===== config.mk =====
export PLATFORM = sky130hd
export DESIGN_NAME = retire_amt
export DESIGN_NICKNAME = d
export VERILOG_FILES = /design/src/rtl/retire_amt.sv
export SDC_FILE = /design/constraint.sdc
export NUM_CORES = 1
export LEC_CHECK = 0
export BUFFER_PORTS_ARGS = -buffer_cell sky130_fd_sc_hd__buf_2
export CORE_UTILIZATION = 56
export CTS_CLUSTER_DIAMETER = 150
export DETAILED_ROUTE_END_ITERATION = 10
export GPL_ROUTABILITY_DRIVEN = 0
export PLACE_DENSITY = 0.86
export SYNTH_ARGS = -nofsm -noshare
export SYNTH_HDL_FRONTEND = slang
export SYNTH_SLANG_ARGS = --single-unit

===== constraint.sdc =====
create_clock -name clock -period 4.2 [get_ports clock]
set_input_delay 0.63 -clock clock [delete_from_list [all_inputs] [get_ports clock]]
set_output_delay 0.63 -clock clock [all_outputs]
set_load 0.005 [all_outputs]

===== src/rtl/retire_amt.sv =====
// Retire stage: commits ROB retirements into the architectural map table and frees superseded tags.
// Optional RETIRE_PERF_EN adds perf_cycles / perf_retired counters.
module retire_amt #(
  parameter int WAYS         = 2,
  parameter int N_ARCH       = 32,
  parameter int PR_BITS      = 6,
  parameter int XLEN         = 32,
  parameter int FLUSH_CYCLES = 2
) (
  input  logic                      clock,
  input  logic                      reset,
  input  logic [WAYS-1:0]           ret_valid,
  input  logic [WAYS*PR_BITS-1:0]   ret_t_idx,
  input  logic [WAYS*PR_BITS-1:0]   ret_told_idx,
  input  logic [WAYS*5-1:0]         ret_ar_idx,
  input  logic [WAYS-1:0]           ret_halt,
  input  logic [WAYS-1:0]           ret_pse,
  input  logic [WAYS*XLEN-1:0]      ret_target_pc,
  output logic [WAYS-1:0]           free_valid,
  output logic [WAYS*PR_BITS-1:0]   free_idx,
  output logic                      flush,
  output logic [XLEN-1:0]           flush_pc,
  output logic [N_ARCH*PR_BITS-1:0] amt_out,
  output logic                      retire_stall,
  output logic                      halted
`ifdef RETIRE_PERF_EN
  ,
  output logic [63:0]               perf_cycles,
  output logic [63:0]               perf_retired
`endif
);

  localparam int CW = (FLUSH_CYCLES > 1) ? $clog2(FLUSH_CYCLES) : 1;
  localparam int AW = $clog2(WAYS + 1);

  typedef enum logic [1:0] {
    ST_RUN,
    ST_FLUSH,
    ST_HALTED
  } state_t;

  state_t               state, state_nxt;
  logic [CW-1:0]        cnt, cnt_nxt;
  logic [PR_BITS-1:0]   amt      [N_ARCH];
  logic [PR_BITS-1:0]   amt_nxt  [N_ARCH];
  logic [WAYS-1:0]      free_v_nxt;
  logic [WAYS*PR_BITS-1:0] free_i_nxt;
  logic                 go_flush;
  logic [XLEN-1:0]      pse_pc;
  logic                 blocked;
  logic [4:0]           ar;
  logic [AW-1:0]        n_acc;

  // Ways are scanned in order; the first halt/pse way closes the group so later ways
  // neither commit nor free. Later ways overwrite earlier ones in amt_nxt.
  always_comb begin
    state_nxt  = state;
    cnt_nxt    = cnt;
    amt_nxt    = amt;
    free_v_nxt = '0;
    free_i_nxt = '0;
    go_flush   = 1'b0;
    pse_pc     = '0;
    blocked    = 1'b0;
    ar         = '0;
    n_acc      = '0;
    case (state)
      ST_RUN: begin
        for (int unsigned i = 0; i < WAYS; i++) begin
          if (ret_valid[i] && !blocked) begin
            n_acc = n_acc + AW'(1);
            ar    = ret_ar_idx[i*5 +: 5];
            if (ar != 5'd0 && int'(ar) < N_ARCH) begin
              amt_nxt[ar]                    = ret_t_idx[i*PR_BITS +: PR_BITS];
              free_v_nxt[i]                  = 1'b1;
              free_i_nxt[i*PR_BITS +: PR_BITS] = ret_told_idx[i*PR_BITS +: PR_BITS];
            end
            if (ret_halt[i]) begin
              blocked   = 1'b1;
              state_nxt = ST_HALTED;
            end else if (ret_pse[i]) begin
              blocked   = 1'b1;
              go_flush  = 1'b1;
              pse_pc    = ret_target_pc[i*XLEN +: XLEN];
              state_nxt = ST_FLUSH;
              cnt_nxt   = CW'(FLUSH_CYCLES - 1);
            end
          end
        end
      end
      ST_FLUSH: begin
        if (cnt == '0) state_nxt = ST_RUN;
        else           cnt_nxt   = cnt - CW'(1);
      end
      ST_HALTED: state_nxt = ST_HALTED;
      default:   state_nxt = ST_RUN;
    endcase
  end

  always_ff @(posedge clock or negedge reset) begin
    if (!reset) begin
      state <= ST_RUN;
      cnt   <= '0;
    end else begin
      state <= state_nxt;
      cnt   <= cnt_nxt;
    end
  end

  always_ff @(posedge clock or negedge reset) begin
    if (!reset) begin
      for (int unsigned r = 0; r < N_ARCH; r++) amt[r] <= PR_BITS'(r);
    end else begin
      for (int unsigned r = 0; r < N_ARCH; r++) amt[r] <= amt_nxt[r];
    end
  end

  always_ff @(posedge clock or negedge reset) begin
    if (!reset) begin
      free_valid <= '0;
      free_idx   <= '0;
      flush      <= 1'b0;
      flush_pc   <= '0;
    end else begin
      free_valid <= free_v_nxt;
      free_idx   <= free_i_nxt;
      flush      <= go_flush;
      if (go_flush) flush_pc <= pse_pc;
    end
  end

  always_comb begin
    amt_out = '0;
    for (int unsigned r = 0; r < N_ARCH; r++) amt_out[r*PR_BITS +: PR_BITS] = amt[r];
  end

  assign retire_stall = (state != ST_RUN);
  assign halted       = (state == ST_HALTED);

`ifdef RETIRE_PERF_EN
  always_ff @(posedge clock or negedge reset) begin
    if (!reset) begin
      perf_cycles  <= '0;
      perf_retired <= '0;
    end else if (state != ST_HALTED) begin
      perf_cycles  <= perf_cycles + 64'd1;
      perf_retired <= perf_retired + 64'(n_acc);
    end
  end
`endif

endmodule


# Word-level counts from Yosys, hierarchy flattened
# Cells that the tools add are included.
[totals]
ff_bits = 242
in_bits = 106
out_inout_bits = 241
wordCells = 111
[classes]
n_eq_ne = 3
magnitude_cmp = 4
add_sub_neg = 1
muxes = 54
bitwise_logic = 2
n_reduce_logical = 9
[ops]
columns = ["op", "count"]
rows = [
  ["$mux 192", 5],
  ["$bwmux 192", 2],
  ["$mux 32", 7],
  ["$demux 6 s5", 2],
  ["$mux 6", 6],
  ["$mux 1", 21],
  ["$mux 2", 8],
  ["$ge 6x6->1 const B", 2],
  ["$lt 6x1->1 const B", 2],
  ["$mux 12", 1],
  ["$not 5->6", 2],
  ["$reduce_bool 5->1", 2],
  ["$pmux 2 s3", 1],
  ["$reduce_bool 2->1", 2],
  ["$logic_and 1x1->1", 3],
  ["$eq 2x1->1 const B", 1],
  ["$eq 2x2->1 const B", 1],
  ["$logic_not 2->1", 1],
  ["$ne 2x2->1 const B", 1],
  ["$pmux 1 s2", 1],
  ["$logic_not 1->1", 1],
  ["$sub 1x1->1 const B", 1],
]

# Logic depth before layout (Yosys ltp)
# Gate-level depths: netlist of run 1.
[depth]
depth_word = 12
ltp_mapped = 8
ltp_nobuf = 5

# Least setup slack after synthesis of run 1
# OpenSTA, ideal clock, no wires.
[synth_path]
path_type = "input port to flip-flop"
startpoint = "input port ret_valid[1]"
endpoint = "register amt, in the netlist amt_out[101]"
arrival_ns = 2.021
setup_time_ns = 0.126
t_required_ns = 4.074
stages = 6
setup_slack_ns = 2.053
n_path_buf = 2
path_cell_list = "buf_4 -> or3b_1 -> buf_4 -> nor4_4 -> a31oi_2 -> a221o_1"
[synth_between]
elab_chain_len = 2
[synth_rtl]
columns = ["element", "line", "rtl"]
rows = [
  ["start, declared", "12", "input logic [WAYS-1:0] ret_valid,"],
  ["$logic_and 1x1->1", "70", "if (ret_valid[i] && !blocked) begin"],
  ["$mux 192", "70", ""],
  ["end, declared", "44", "logic [PR_BITS-1:0] amt [N_ARCH];"],
]
# No other way between the ends.
# A chain may end at the register's enable or synchronous reset.

# Worst setup path in the final report of run 1
[layout_path]
startpoint = "register state[1]"
endpoint = "output port retire_stall"
[layout_between]
elab_chain_len = 1
[layout_rtl]
columns = ["element", "line", "rtl"]
rows = [
  ["start, declared", "42", "state_t state, state_nxt;"],
  ["start signal, assigned", "105", "state <= state_nxt;"],
  ["$reduce_bool 2->1", "137", "assign retire_stall = (state != ST_RUN);"],
  ["end, declared", "24", "output logic retire_stall,"],
]
# No other way between the ends.

==> tab_implementation.tex, run 1 <==
\begin{tabular}{lr}
\hline
Metric & Value \\
\hline
\multicolumn{2}{l}{\textbf{Worst setup path}} \\
WS Path Type & reg2out \\
Req. time, crit path & 3.57 ns \\
Kind of start point of the critical path & flop \\
Worst-path fanout max & 46 \\
Depth of the worst register-to-register path & 6 \\
Worst Setup End Kind & output pin \\
FF-to-FF setup slack & approximately 1.6 ns \\
Data arrival time of the worst path & around 2.1 ns \\
R2r startpoint & state[1]\$\_DFFE\_PN0P\_ \\
Reg2Reg Capture Point & amt\_out[94]\$\_DFFE\_PN0P\_ \\
\multicolumn{2}{l}{\textbf{Yosys}} \\
Post-Synthesis Cell Area & 11400 sq um \\
Share of the synthesized area in the top cell type & between 30\% and 40\% \\
Primary flip-flop cell chosen by synthesis mapping & dfrtp\_1 \\
Post-Synthesis Mean Instance Area & 10.9 sq um \\
Portion of the post-synthesis area used by sequential elements & between 50\% and 60\% \\
EDFF count, synth & 0 \\
Leading cell types by total area after synthesis & dfrtp\_1 36\%, dfstp\_2 18\%, a221o\_1 14\%, nor3\_1 7.1\%, o2bb2ai\_1 2.5\% \\
Number of distinct standard cells referenced by the synthesized netlist & 55 \\
Async set-reset flop share out of synthesis & 100\% \\
Synth Instances & around 1000 \\
Library cell with the largest summed area after synthesis & dfrtp\_1 \\
Syn\_nets & 1147 \\
Number of warnings printed during yosys synthesis & 0 \\
Flop and latch count out of synthesis & 242 \\
\multicolumn{2}{l}{\textbf{Detailed routing}} \\
Number of design rule violations left after detail routing & 0 \\
1st-pass router iterations & 6 \\
Routed wire per std cell & 23.9 microns \\
Wirelength, routed & between 30000 and 40000 microns \\
Antenna Nets Post-Route & 0 \\
Total via count after detailed routing & 10900 \\
First DRT Iteration DRCs & $\sim$1200 \\
Number of vias per cell & about 6.7 \\
\multicolumn{2}{l}{\textbf{Worst hold path}} \\
Worst Hold Class & in2async \\
\multicolumn{2}{l}{\textbf{Floorplan}} \\
Core region area & 19700 sq um \\
Horizontal die dimension & $\sim$140 microns \\
Die Y & between 100 and 150 microns \\
\# IOs & between 300 and 400 \\
Standard-cell row count & just over 50 \\
Die outline area & around 21000 sq um \\
Initial Util & between 50 and 60\% \\
\multicolumn{2}{l}{\textbf{Place}} \\
Half-perimeter wire length after placement & $\sim$26000 microns \\
Placed cell area & around 13000 sq um \\
Port Buf Inserts & 346 \\
\multicolumn{2}{l}{\textbf{STA}} \\
Sum of negative setup slack & 0 ns \\
Hold Slack & between 0.15 and 0.2 ns \\
Slew at the pin closest to its max-slew limit & roughly 0.94 ns \\
Maximum clock skew at final layout & between 0.008 and 0.009 ns \\
Headroom to the max-slew limit & $\sim$37\% \\
Maximum frequency from static timing analysis & between 0.3 and 0.4 GHz \\
Number of max-slew violations in the final report & 0 \\
Final period demand of the worst path & $\sim$2.8 ns \\
Total of endpoints with negative setup slack in the final report & 0 \\
RSZ-0062 raised after global routing & no \\
Post-route clock period utilization & between 60 and 70\% \\
Final hold viol count & 0 \\
\multicolumn{2}{l}{\textbf{Power and ir drop}} \\
Power Dens Cells & roughly 430 nW/um\^{}2 \\
Leakage power figure & 0.00654 uW \\
Worst-case vdd ir drop & roughly 0.36 mV \\
\multicolumn{2}{l}{\textbf{Global route}} \\
First-pass GRT wire length & 58700 microns \\
Initial antenna violation count & 3 \\
Aggregate global routing overflow & 0 \\
Global-route usage over all layers & 37.1\% \\
Number of global-route vias before repair & slightly above 10000 \\
Maximum number of pins on one net before global-route repair & between 100 and 150 \\
\multicolumn{2}{l}{\textbf{Outcome}} \\
Status & finished, final reports clean \\
\multicolumn{2}{l}{\textbf{Clock tree}} \\
Post-CTS setup buffers & 0 \\
Maximum root-to-sink buffer count & 3 \\
Number of buffers created by CTS & 24 \\
Sinks on Clock Net & roughly 240 \\
CTS tree & built \\
Hold buffer count at CTS & 0 \\
CTS root buf & clkbuf\_16 \\
Clock latency reported for the late side of the worst-skew pair & around 0.52 ns \\
Clock slew at reported path FFs & 0.06 ns \\
H-tree depth & 1 \\
Number of cells upsized or downsized after cts & 0 \\
\multicolumn{2}{l}{\textbf{Final layout}} \\
Final net count & 1445 \\
Post-layout instance area & between 10000 and 15000 sq um \\
Layout cell share with drive strength beyond 1 & 38.9\% \\
Area added between synthesis and finish & 23.4\% \\
\multicolumn{2}{l}{\textbf{Run}} \\
Count of max-cap constraint violations & 0 \\
\hline
\end{tabular}
[metrics by stage]
| step | total power [uW] | utilization, % | instances | setup slack (ns) |
|---|---|---|---|---|
| 2_1_floorplan | 3280 | - | 1041 | 2.05 |
| 4_1_cts | 6010 | 71.4 | 1622 | 1.44 |
| 3_3_place_gp | 3800 | 67.3 | 1578 | 1.25 |
| 6_report | 6000 | 71.4 | 1623 | 1.43 |
| 3_5_place_dp | 3830 | 67.3 | 1578 | 1.12 |
| 5_1_grt | 6220 | 71.4 | 1623 | 1.33 |
[cells in the final DEF, fill, tap and decap left out, types with 32 or more instances in the layout]
cell type,synthesis,layout
o2bb2ai_1,32,32
dfstp_2,80,80
buf_2,32,345
a221o_1,156,156
nor3_1,161,161
dfrtp_1,162,162
a22oi_1,32,32
nand2_1,36,36
inv_1,37,37
nor2_1,60,59
[cell usage after synthesis, types with 2 or more instances]
master	instances
buf_2	32
nand2b_1	4
and3b_1	2
nor3_2	24
a21oi_1	3
nor2_1	60
o221ai_1	6
dfstp_2	80
and4b_1	4
nor4bb_1	2
or3_1	2
nor2b_1	9
buf_4	3
inv_1	37
clkbuf_1	62
o21ai_0	6
nor3_1	161
a221o_1	156
nand2_1	36
or3b_1	3
and3_1	7
o21ai_1	25
and2_1	19
nand4bb_1	2
o2bb2ai_1	32
dfrtp_1	162
nand4b_1	3
nand3b_1	3
nand4_1	6
a22oi_1	32
nand3b_2	2
a221oi_1	24
nand3_1	10
[report_power, final]
group | leakage, uW | internal, uW | switching (uW)
clock network | 0.000393 | 1290 | 899
registers | 0.00293 | 2690 | 203
logic | 0.00321 | 488 | 429
total | 0.00654 | 4470 | 1530
[cells by family (layout without fill, tap and decap cells)]
family                 count (synthesis)  after routing  synth area share [%]
and+or+nand+nor                      372            372                  18.2
buffers and inverters                137            453                  5.04
DFF                                  242            242                  54.1
other                                  0              1                     0
AOI/OAI and AO/OA                    290            290                  22.6
[per-layer routing]
layer	up-vias	GRT usage, %	part of all wire, %
li1	4651	-	-
met1	5298	50.2	38
met2	773	57.4	46
met3	161	7.52	11
met4	4	17.7	4.6
met5	-	0	0.072
[worst max-delay path by stage]
stage          slack (ns)                        to  depth (start not counted)            startpoint
3_5_place_dp         1.12  amt_out[149]$_DFFE_PN0P_                          6          ret_valid[0]
3_3_place_gp         1.25  amt_out[144]$_DFFE_PN0P_                          6          ret_valid[0]
2_1_floorplan        2.05  amt_out[101]$_DFFE_PN0P_                          6          ret_valid[1]
5_1_grt              1.33              retire_stall                          3  state[1]$_DFFE_PN0P_
4_1_cts              1.44              retire_stall                          3  state[1]$_DFFE_PN0P_
6_report             1.43              retire_stall                          3  state[1]$_DFFE_PN0P_
[area by class of cell]
| type | count | area [sq um] |
|---|---|---|
| multi-input combinational | 662 | 4660 |
| clock buffer | 36 | 707 |
| fill | 1430 | 5620 |
| tap | 265 | 332 |
| sequential | 242 | 6160 |
| inverter | 38 | 143 |
| timing repair buffer | 371 | 1940 |
| clock inverter | 8 | 92.6 |
| antenna | 1 | 2.50 |
[critical path, stage by stage (launching register included)]
cell and delay, ns:
dfrtp_1 0.45, nor2_4 0.43, inv_2 0.45, buf_2 0.27
[state kept, by name, indices dropped and copies added (netlist names)]
signal      flops
cnt             1
amt_out       192
flush_pc       32
free_idx       12
free_valid      2
state           2
flush           1
(Power assumes the default switching activity.)
==> inputs of run 2 (changes only) <==
CORE_UTILIZATION = 47   (was 56)
PLACE_DENSITY = 0.77   (was 0.86)
clock period = 2.53 ns   (was 4.2 ns; I/O delays follow)
==> run 2 against run 1 <==
Wire length grew 1.3%. Worst hold slack worse by 0.15 ns. Largest power group unchanged. Global-route usage decreased by 5.5 points. Total power increased by 72%. Sequential share of layout area is 1.6 points lower. Die area grew 19%.
==> tab_implementation.tex, run 2 (same netlist as run 1, synthesis figures left out) <==
\begin{tabular}{lr}
\hline
Metric & Value \\
\hline
\multicolumn{2}{l}{\textbf{Outcome}} \\
Status & finished, final reports clean \\
\multicolumn{2}{l}{\textbf{Clock tree}} \\
Sinks on Clock Net & 242 (unchanged) \\
H-tree depth & 1 (unchanged) \\
Clock latency reported for the late side of the worst-skew pair & 0.54 ns (+0.02 ns) \\
Number of buffers created by CTS & 26 (+8.3\%) \\
Clock slew at reported path FFs & 0.06 ns (about the same) \\
CTS root buf & clkbuf\_16 \\
Maximum root-to-sink buffer count & 3 (unchanged) \\
Number of cells upsized or downsized after cts & 0 (unchanged) \\
CTS tree & built \\
\multicolumn{2}{l}{\textbf{Worst setup path}} \\
Reg2Reg Capture Point & amt\_out[191]\$\_DFFE\_PN0P\_ \\
WS Path Type & reg2out \\
Depth of the worst register-to-register path & 4 (-2) \\
Worst-path fanout max & 40 (-13\%) \\
Kind of start point of the critical path & flop \\
Worst Setup End Kind & output pin \\
R2r startpoint & state[0]\$\_DFFE\_PN0P\_ \\
Timing startpoint of the critical path & state[0]\$\_DFFE\_PN0P\_ \\
Data arrival time of the worst path & 1.97 ns (-0.17 ns) \\
FF-to-FF setup slack & 0.48 ns (-1.08 ns) \\
Req. time, crit path & 2.15 ns (-1.42 ns) \\
\multicolumn{2}{l}{\textbf{Floorplan}} \\
Standard-cell row count & 56 (+9.8\%) \\
Die Y & 158 microns (+9.0\%) \\
Core region area & 23600 sq um (+20\%) \\
Horizontal die dimension & 158 microns (+9.0\%) \\
Initial Util & 48.2\% (-9.7 points) \\
\# IOs & 347 (unchanged) \\
Die outline area & 24800 sq um (+19\%) \\
\multicolumn{2}{l}{\textbf{Power and ir drop}} \\
Worst-case vdd ir drop & 0.537 mV (+48\%) \\
Power Dens Cells & 710 nW/um\^{}2 (+66\%) \\
Leakage power figure & 0.00679 uW (+3.8\%) \\
\multicolumn{2}{l}{\textbf{Detailed routing}} \\
Routed wire per std cell & 22.9 microns (-4.2\%) \\
Wirelength, routed & 39400 microns (+1.3\%) \\
1st-pass router iterations & 8 (+2) \\
Antenna Nets Post-Route & 0 (unchanged) \\
Number of design rule violations left after detail routing & 0 (unchanged) \\
Number of vias per cell & 6.24 (-7.0\%) \\
Total via count after detailed routing & 10700 (-1.7\%) \\
First DRT Iteration DRCs & 988 (-20\%) \\
\multicolumn{2}{l}{\textbf{STA}} \\
Total of endpoints with negative setup slack in the final report & 0 (unchanged) \\
Headroom to the max-slew limit & 47.4\% (+11 points) \\
RSZ-0062 raised after global routing & no \\
Sum of negative setup slack & 0 ns (unchanged) \\
Maximum clock skew at final layout & 0.0138 ns (+0.00575 ns) \\
Number of max-slew violations in the final report & 0 (unchanged) \\
Final hold viol count & 0 (unchanged) \\
Post-route clock period utilization & between 90 and 100\% \\
Final period demand of the worst path & around 2.3 ns \\
Slew at the pin closest to its max-slew limit & 0.780 ns (-0.159 ns) \\
Maximum frequency from static timing analysis & 0.426 GHz \\
\multicolumn{2}{l}{\textbf{Place}} \\
Port Buf Inserts & 346 (unchanged) \\
Placed Cells & 1664 (+5.4\%) \\
Half-perimeter wire length after placement & 26800 microns (+2.0\%) \\
Placed cell area & 13600 sq um (+3.0\%) \\
\multicolumn{2}{l}{\textbf{Global route}} \\
First-pass GRT wire length & 60200 microns (+2.6\%) \\
Initial antenna violation count & 3 (unchanged) \\
Number of global-route vias before repair & 10400 (+0.70\%) \\
Aggregate global routing overflow & 0 (unchanged) \\
Maximum number of pins on one net before global-route repair & 70 (-43\%) \\
Global-route usage over all layers & 31.7\% (-5.5 points) \\
\multicolumn{2}{l}{\textbf{Worst hold path}} \\
Hold Path End & free\_idx[2]\$\_DFF\_PN0\_ \\
Worst hold stages & 2 \\
Worst Hold Class & in2reg \\
Source of the worst hold timing path & ret\_told\_idx[2] \\
\multicolumn{2}{l}{\textbf{Final layout}} \\
Most common cell after layout, fill and taps aside & buf\_2 \\
Commonest cells after routing, fill and taps aside & 345 x buf\_2, 162 x dfrtp\_1, 161 x nor3\_1, 156 x a221o\_1, 80 x dfstp\_2 \\
Filler instances & 1998 (+40\%) \\
Final net count & 1481 (+2.5\%) \\
Area added between synthesis and finish & 28.0\% \\
Final Non-Filler Cells & 1716 (+5.7\%) \\
Post-layout instance area & 14600 sq um (+3.7\%) \\
Flip-flop count of the largest register, all copies and words added & 192 (unchanged) \\
Layout cell share with drive strength beyond 1 & 40.5\% (+1.6 points) \\
\multicolumn{2}{l}{\textbf{Run}} \\
Count of max-cap constraint violations & 0 (unchanged) \\
\hline
\end{tabular}
## run 2: cell count changes in the layout (fill, tap and decap cells not counted)
cell | previous run | this run
clkbuf_8 | 4 | 7
clkbuf_16 | 25 | 27
dlygate4sd3_1 | 0 | 1
buf_12 | 1 | 8
clkbuf_1 | 7 | 6
diode_2 | 1 | 3
bufinv_16 | 2 | 3
buf_4 | 24 | 49
clkinv_2 | 5 | 3
nor2_2 | 1 | 2
## run 2: layout make-up
cell class | count | area [sq um] | share of cell area [%]
flip-flops and latches | 242 | 6160 | 42.3
multi-input cells | 663 | 4660 | 32.0
repair buffers | 404 | 2280 | 15.7
clock buffers | 40 | 795 | 5.46
well taps | 319 | 399 | 2.74
inverters | 38 | 143 | 0.980
clock inverters | 7 | 113 | 0.774
diodes | 3 | 7.51 | 0.0516
## run 2: timing repair
action / 4_1_cts / 5_1_grt
hold buffers: 1 / 0
hold endpoints to repair: 28 / 0
endpoints found under the setup margin: 0 / 1
setup buffers: 0 / 0
## run 2: routing by layer
| metal | track usage (%) | part of all wire (%) | vias up |
|---|---|---|---|
| met5 | 0 | 0 | - |
| met4 | 13.2 | 3.6 | 0 |
| met3 | 4.79 | 8.8 | 102 |
| met2 | 48.9 | 46 | 638 |
| met1 | 44.5 | 42 | 5229 |
| li1 | - | - | 4737 |
## run 2: how the worst max path moves through the flow
| stage | end | slack (ns) | cells past startpoint |
|---|---|---|---|
| final | retire_stall | 0.18 | 4 |
| after global routing | retire_stall | 0.11 | 4 |
| after CTS | retire_stall | 0.05 | 4 |
| after detailed placement | amt_out[191]$_DFFE_PN0P_ | 0.20 | 6 |
| after global placement | amt_out[191]$_DFFE_PN0P_ | 0.35 | 6 |
| after floorplan | amt_out[101]$_DFFE_PN0P_ | 0.63 | 6 |
## run 2: metrics by stage
step	power (uW)	util, %	worst slack [ns]	hold slack [ns]
after global placement	6320	57.7	0.353	0.361
final	10300	61.6	0.184	0.0464
after CTS	10400	61.6	0.0479	0.0391
after global routing	10700	61.6	0.108	0.0564
after floorplan	5450	-	0.633	0.0839
after detailed placement	6370	57.7	0.202	0.360
## run 2: power by group
| part | switching [uW] | internal [uW] |
|---|---|---|
| logic | 695 | 823 |
| clock network | 1560 | 2460 |
| registers | 331 | 4470 |
| total | 2590 | 7750 |
## run 2: worst max-delay path, cell delays in order, from the launching register on
cell	delay, ns
dfrtp_1	0.48
nor2_4	0.33
inv_2	0.15
buf_4	0.29
buf_2	0.18
